--- src/rtl/inlier_stream_counter.sv ---
// Streaming RANSAC inlier counter: loads a line model, tests LANES packed points
// per word through a product/residual/square pipeline and accumulates the inlier total.
module inlier_stream_counter #(
  parameter int unsigned DATA_W  = 32,
  parameter int unsigned COORD_W = 8,
  parameter int unsigned LANES   = 2,
  parameter int unsigned CNT_W   = 16
) (
  input  logic              clk,
  input  logic              reset_n,
  input  logic              enable,
  input  logic              abort,
  input  logic [DATA_W-1:0] data_in,
  output logic [LANES-1:0]  inlier_mask,
  output logic              mask_valid,
  output logic [CNT_W-1:0]  inlier_count,
  output logic              busy,
  output logic              done,
  output logic [DATA_W-1:0] data_out
);

  localparam int unsigned DW    = COORD_W + 1;
  localparam int unsigned BW    = 2 * COORD_W + 1;
  localparam int unsigned PW    = 2 * COORD_W + 2;
  localparam int unsigned RW    = 2 * COORD_W + 3;
  localparam int unsigned SW    = 2 * RW;
  localparam int unsigned THR_W = 32;

  typedef enum logic [2:0] {
    S_LOAD_DX, S_LOAD_DY, S_LOAD_BETA, S_LOAD_THR, S_LOAD_N, S_STREAM, S_DRAIN, S_DONE
  } state_t;

  typedef logic signed [PW-1:0] prod_t;
  typedef logic signed [RW-1:0] resid_t;

  state_t                  state_q, state_d;
  logic signed [DW-1:0]    dx_q, dx_d, dy_q, dy_d;
  logic signed [BW-1:0]    beta_q, beta_d;
  logic [THR_W-1:0]        thr_q, thr_d;
  logic [CNT_W-1:0]        rem_q, rem_d;
  logic [CNT_W-1:0]        count_q, count_d;
  logic [LANES-1:0]        v1_q, v1_d, v2_q, v2_d;
  prod_t                   p1_q [LANES];
  prod_t                   p1_d [LANES];
  prod_t                   p2_q [LANES];
  prod_t                   p2_d [LANES];
  resid_t                  r_q  [LANES];
  resid_t                  r_d  [LANES];
  logic [LANES-1:0]        mask_q, mask_d;
  logic                    mask_valid_q, mask_valid_d;
  logic                    busy_q, busy_d, done_q, done_d;
  logic [DATA_W-1:0]       data_out_q, data_out_d;

  logic [COORD_W-1:0]      lane_x, lane_y;
  logic signed [SW-1:0]    sq;
  logic [CNT_W-1:0]        pop, take;

  always_comb begin
    state_d      = state_q;
    dx_d         = dx_q;
    dy_d         = dy_q;
    beta_d       = beta_q;
    thr_d        = thr_q;
    rem_d        = rem_q;
    v1_d         = '0;
    v2_d         = v1_q;
    lane_x       = '0;
    lane_y       = '0;
    sq           = '0;
    pop          = '0;
    take         = '0;
    mask_d       = '0;

    // Pipeline datapath runs every cycle; only the lane-valid bits gate results.
    for (int k = 0; k < LANES; k++) begin
      lane_x  = data_in[2*COORD_W*k +: COORD_W];
      lane_y  = data_in[2*COORD_W*k + COORD_W +: COORD_W];
      p1_d[k] = PW'(dx_q) * PW'($signed({1'b0, lane_y}));
      p2_d[k] = PW'(dy_q) * PW'($signed({1'b0, lane_x}));
      r_d[k]  = RW'(p1_q[k]) - RW'(p2_q[k]) - RW'(beta_q);
      sq      = SW'(r_q[k]) * SW'(r_q[k]);
      mask_d[k] = v2_q[k] && ($unsigned(sq) <= SW'(thr_q));
      pop     = pop + CNT_W'(mask_d[k]);
    end
    mask_valid_d = |v2_q;
    count_d      = count_q + pop;

    case (state_q)
      S_LOAD_DX: if (enable) begin
        dx_d    = data_in[DW-1:0];
        state_d = S_LOAD_DY;
      end
      S_LOAD_DY: if (enable) begin
        dy_d    = data_in[DW-1:0];
        state_d = S_LOAD_BETA;
      end
      S_LOAD_BETA: if (enable) begin
        beta_d  = data_in[BW-1:0];
        state_d = S_LOAD_THR;
      end
      S_LOAD_THR: if (enable) begin
        thr_d   = THR_W'(data_in);
        state_d = S_LOAD_N;
      end
      S_LOAD_N: if (enable) begin
        rem_d   = data_in[CNT_W-1:0];
        count_d = '0;
        state_d = (data_in[CNT_W-1:0] == '0) ? S_DONE : S_STREAM;
      end
      S_STREAM: if (enable) begin
        for (int k = 0; k < LANES; k++) begin
          v1_d[k] = CNT_W'(k) < rem_q;
        end
        take  = (rem_q < CNT_W'(LANES)) ? rem_q : CNT_W'(LANES);
        rem_d = rem_q - take;
        if (rem_d == '0) state_d = S_DRAIN;
      end
      S_DRAIN: if (v1_q == '0 && v2_q == '0) begin
        state_d = S_DONE;
      end
      S_DONE: if (enable) begin
        dx_d    = data_in[DW-1:0];
        state_d = S_LOAD_DY;
      end
      default: state_d = S_LOAD_DX;
    endcase

    // Abort flushes in-flight words so they never produce a mask pulse.
    if (abort) begin
      state_d      = S_LOAD_DX;
      rem_d        = '0;
      v1_d         = '0;
      v2_d         = '0;
      mask_d       = '0;
      mask_valid_d = 1'b0;
      count_d      = '0;
    end

    busy_d     = (state_d == S_STREAM) || (state_d == S_DRAIN);
    done_d     = (state_d == S_DONE);
    data_out_d = done_d ? DATA_W'(count_d) : DATA_W'(mask_d);
  end

  always_ff @(posedge clk) begin
    if (!reset_n) begin
      state_q      <= S_LOAD_DX;
      dx_q         <= '0;
      dy_q         <= '0;
      beta_q       <= '0;
      thr_q        <= '0;
      rem_q        <= '0;
      count_q      <= '0;
      v1_q         <= '0;
      v2_q         <= '0;
      p1_q         <= '{default: '0};
      p2_q         <= '{default: '0};
      r_q          <= '{default: '0};
      mask_q       <= '0;
      mask_valid_q <= 1'b0;
      busy_q       <= 1'b0;
      done_q       <= 1'b0;
      data_out_q   <= '0;
    end else begin
      state_q      <= state_d;
      dx_q         <= dx_d;
      dy_q         <= dy_d;
      beta_q       <= beta_d;
      thr_q        <= thr_d;
      rem_q        <= rem_d;
      count_q      <= count_d;
      v1_q         <= v1_d;
      v2_q         <= v2_d;
      p1_q         <= p1_d;
      p2_q         <= p2_d;
      r_q          <= r_d;
      mask_q       <= mask_d;
      mask_valid_q <= mask_valid_d;
      busy_q       <= busy_d;
      done_q       <= done_d;
      data_out_q   <= data_out_d;
    end
  end

  assign inlier_mask  = mask_q;
  assign mask_valid   = mask_valid_q;
  assign inlier_count = count_q;
  assign busy         = busy_q;
  assign done         = done_q;
  assign data_out     = data_out_q;

endmodule
--- config.mk ---
export PLATFORM = sky130hd
export DESIGN_NAME = inlier_stream_counter
export DESIGN_NICKNAME = d
export VERILOG_FILES = /design/src/rtl/inlier_stream_counter.sv
export SDC_FILE = /design/constraint.sdc
export NUM_CORES = 2
export LEC_CHECK = 0
export ABC_AREA = 1
export CAP_MARGIN = 20
export CORE_MARGIN = 3
export CORE_UTILIZATION = 65
export CTS_CLUSTER_SIZE = 40
export DETAILED_ROUTE_END_ITERATION = 7
export HOLD_SLACK_MARGIN = 0.12
export PLACE_DENSITY = 0.88
export SYNTH_ARGS = -nofsm -noshare
export SYNTH_HDL_FRONTEND = slang
export SYNTH_SLANG_ARGS = --single-unit
--- constraint.sdc ---
create_clock -name clk -period 21.6 [get_ports clk]
set_input_delay 4.32 -clock clk [delete_from_list [all_inputs] [get_ports clk]]
set_output_delay 4.32 -clock clk [all_outputs]
set_load 0.05 [all_outputs]
==> flow_metrics.env <==
export IMPL_outcome="finished clean"
export IMPL_ys_ff_latch=237
export IMPL_cap_violations=0
export IMPL_drcViolationCount=0
export IMPL_ant_nets=0
export IMPL_ys_types=44
export IMPL_tightest_slew_ns=1.17
export IMPL_met3_usage_pct=4.32
export IMPL_num_fill_cells=5549
export IMPL_area_delta_synth_final_pct=4.87
export IMPL_grt_antenna_before_repair=4
export IMPL_timing_final_crit_share_pct=46.6
export IMPL_clockBufferDepth=3
export IMPL_drt_pass1_iter_count=6
export IMPL_synth_seq_area_share_pct=9.82
export IMPL_top_usage_layer="met2"
export IMPL_max_freq_ghz=0.0993
export IMPL_finalSetupViolCount=0
export IMPL_syn_inst=6021
export IMPL_cts_root_buf="clkbuf_16"
export IMPL_multi_input_area_um2=36000
export IMPL_fin_crit_ns=10.07
export IMPL_max_slew_margin_pct=21.6
export IMPL_wirelength_um=120000
export IMPL_cpMostUsedCell="inv_1"
export IMPL_finalNetCount=7430
export IMPL_async_reset_ff_share_pct=0
export IMPL_syn_avg_cell_area_um2=8.03
export IMPL_grt_use_total_pct=32.2
export IMPL_crit_path_max_incr_delay_ns=0.98
export IMPL_gp_congestion=0.959
export IMPL_io_pins=89
export IMPL_cts_tree="done"
export IMPL_grt_start_max_net_pins=102
export IMPL_worstPathMaxFanout=21
export IMPL_die_area_um2=77700
export IMPL_die_x_um=279
export IMPL_via_per_inst=5.51
export IMPL_hold_buffers=0
export IMPL_cts_resized=0
export IMPL_port_buffers=72
export IMPL_met1_usage_pct=41.1
export IMPL_grt_pass1_wl_um=202000
export IMPL_fin_util_pct=69.1
export IMPL_synth_edf_count=0
export IMPL_cts_buffers=27
export IMPL_initial_utilization_pct=65.9
export IMPL_slew_viol_final=0
export IMPL_hold_violations=0
export IMPL_dr_total_vias=38300
export IMPL_syn_area_um2=48300
export IMPL_htree_levels=1
export IMPL_use_met2_pct=55.0
export IMPL_hp_class="reg2reg"
export IMPL_dr_first_iter_drc_count=3128
export IMPL_ff_latch_area_um2=4740
export IMPL_yosys_warnings=0
export IMPL_rsz0062_at_grt="false"
export IMPL_worstSetupPathType="reg2reg"
export IMPL_clock_sinks=237
export IMPL_critPathLaunchType="flop"
export IMPL_dpl_hpwl_um=97800
export IMPL_worstPathArrival_ns=10.58
export IMPL_clkLatencyLatePin_ns=0.57
export IMPL_cp_data_required_time_ns=22.10
export IMPL_wl_per_cell_um=17.4
export IMPL_die_h_um=279
export IMPL_clk_pin_slew_ns=0.07
export IMPL_crit_path_top_delay_cell="dfxtp_1"
export IMPL_rows=99
export IMPL_postCtsSetupRepairBufs=0
export IMPL_worst_clock_skew_ns=0.0162
export IMPL_timing_setup_tns_ns=0
export IMPL_drive_above_1_share_pct=1.61
export IMPL_gr_total_overflow=0
export IMPL_ys_flop_type="dfxtp_1"
export IMPL_grt_pass1_vias=41400
export IMPL_core_um2=73300
export IMPL_end_kind="flop"
## layout by cell type, fill, tap and decap left out, types with 23 or more instances in the layout
cell / n
clkbuf_16: 27
buf_4: 23
nand3_1: 68
fa_1: 954
nor2_1: 253
a21oi_1: 352
nor3_1: 32
nand4_1: 27
dfxtp_1: 237
nand2_1: 1065
inv_1: 1814
clkdlybuf4s50_1: 71
ha_1: 483
o21ai_0: 255
xor2_1: 61
xnor2_1: 58
## kinds of logic (layout without fill, tap and decap cells)
kind of cell	Yosys count	after routing	synth area share [%]
buf+inv	2017	1959	15.8
simple gates	1495	1495	12.3
fa+ha+maj	1437	1437	52.0
compound gates	714	714	7.89
flops	237	237	9.82
xor+xnor	119	119	2.16
other cells	2	22	0.0155
## cell usage after synthesis (15+ instances only)
library cell | count | share of area, %
ha_1 | 483 | 13
buf_4 | 16 | 0.25
dfxtp_1 | 237 | 9.8
clkbuf_1 | 161 | 1.3
inv_1 | 1814 | 14
nand3_1 | 68 | 0.70
buf_1 | 25 | 0.19
nor2_1 | 253 | 2.0
fa_1 | 954 | 40
nand2_1 | 1066 | 8.3
xor2_1 | 61 | 1.1
o21ai_0 | 255 | 2.6
or2_2 | 15 | 0.19
a21oi_1 | 352 | 3.6
xnor2_1 | 58 | 1.1
nor3_1 | 32 | 0.33
a31oi_1 | 16 | 0.21
nor4_1 | 16 | 0.21
nand4_1 | 27 | 0.35
## final timing paths
kind | cells past startpoint | endpoint | start | slack [ns]
worst max register to register | 45 | data_out[15]$_SDFF_PN0_ | r_q[7]$_SDFF_PN0_ | 11.53
worst min-delay path | 2 | v2_q[0]$_SDFF_PP0_ | v1_q[0]$_SDFF_PP0_ | 0.45
worst min register to register | 2 | v2_q[0]$_SDFF_PP0_ | v1_q[0]$_SDFF_PP0_ | 0.45
worst max-delay path | 45 | data_out[15]$_SDFF_PN0_ | r_q[7]$_SDFF_PN0_ | 11.53
## flip-flops by register name, indices dropped and copies added, names as in the netlist
name,flops
p2_q,36
r_q,38
busy,1
v2_q,2
dx_q,9
beta_q,17
v1_q,2
rem_q,16
state_q,3
thr_q,32
dy_q,9
p1_q,36
done,1
mask_valid,1
data_out,16
inlier_mask,2
inlier_count,16
## metrics by stage
stage	hold slack [ns]	std cells	cell area (um^2)	setup slack [ns]
2_1_floorplan	0.408	6036	48400	12.90
3_3_place_gp	0.434	6886	49600	12.01
3_5_place_dp	0.429	6886	49600	11.63
4_1_cts	0.436	6936	50700	11.61
5_1_grt	0.445	6941	50700	10.68
6_report	0.448	6942	50700	11.53
## layout make-up
class	instances	area share, %
Antenna cell	5	0.0247
Clock buffer	32	1.43
Clock inverter	18	0.563
Inverter	1814	13.4
Multi-Input combinational cell	3782	71.0
Sequential cell	237	9.36
Tap cell	959	2.37
Timing Repair Buffer	95	1.77
## metal layers
layer | vias up | share of wire (%)
li1 | 17500 | -
met1 | 18700 | 38
met2 | 1680 | 49
met3 | 412 | 8.1
met4 | 0 | 5.5
met5 | - | 0
## worst max-delay path: cells and delay by family (launching register included)
family	cells	cell delay, ns
buffers and inverters	8	0.62
and+or+nand+nor	22	2.99
DFF	1	0.98
AOI/OAI and AO/OA	4	1.04
xor gates and xnor gates	1	0.16
adders and majority gates	10	4.22
Power is not shown: default switching activity piles up to over one toggle a cycle in this logic, so the estimate is an artifact.
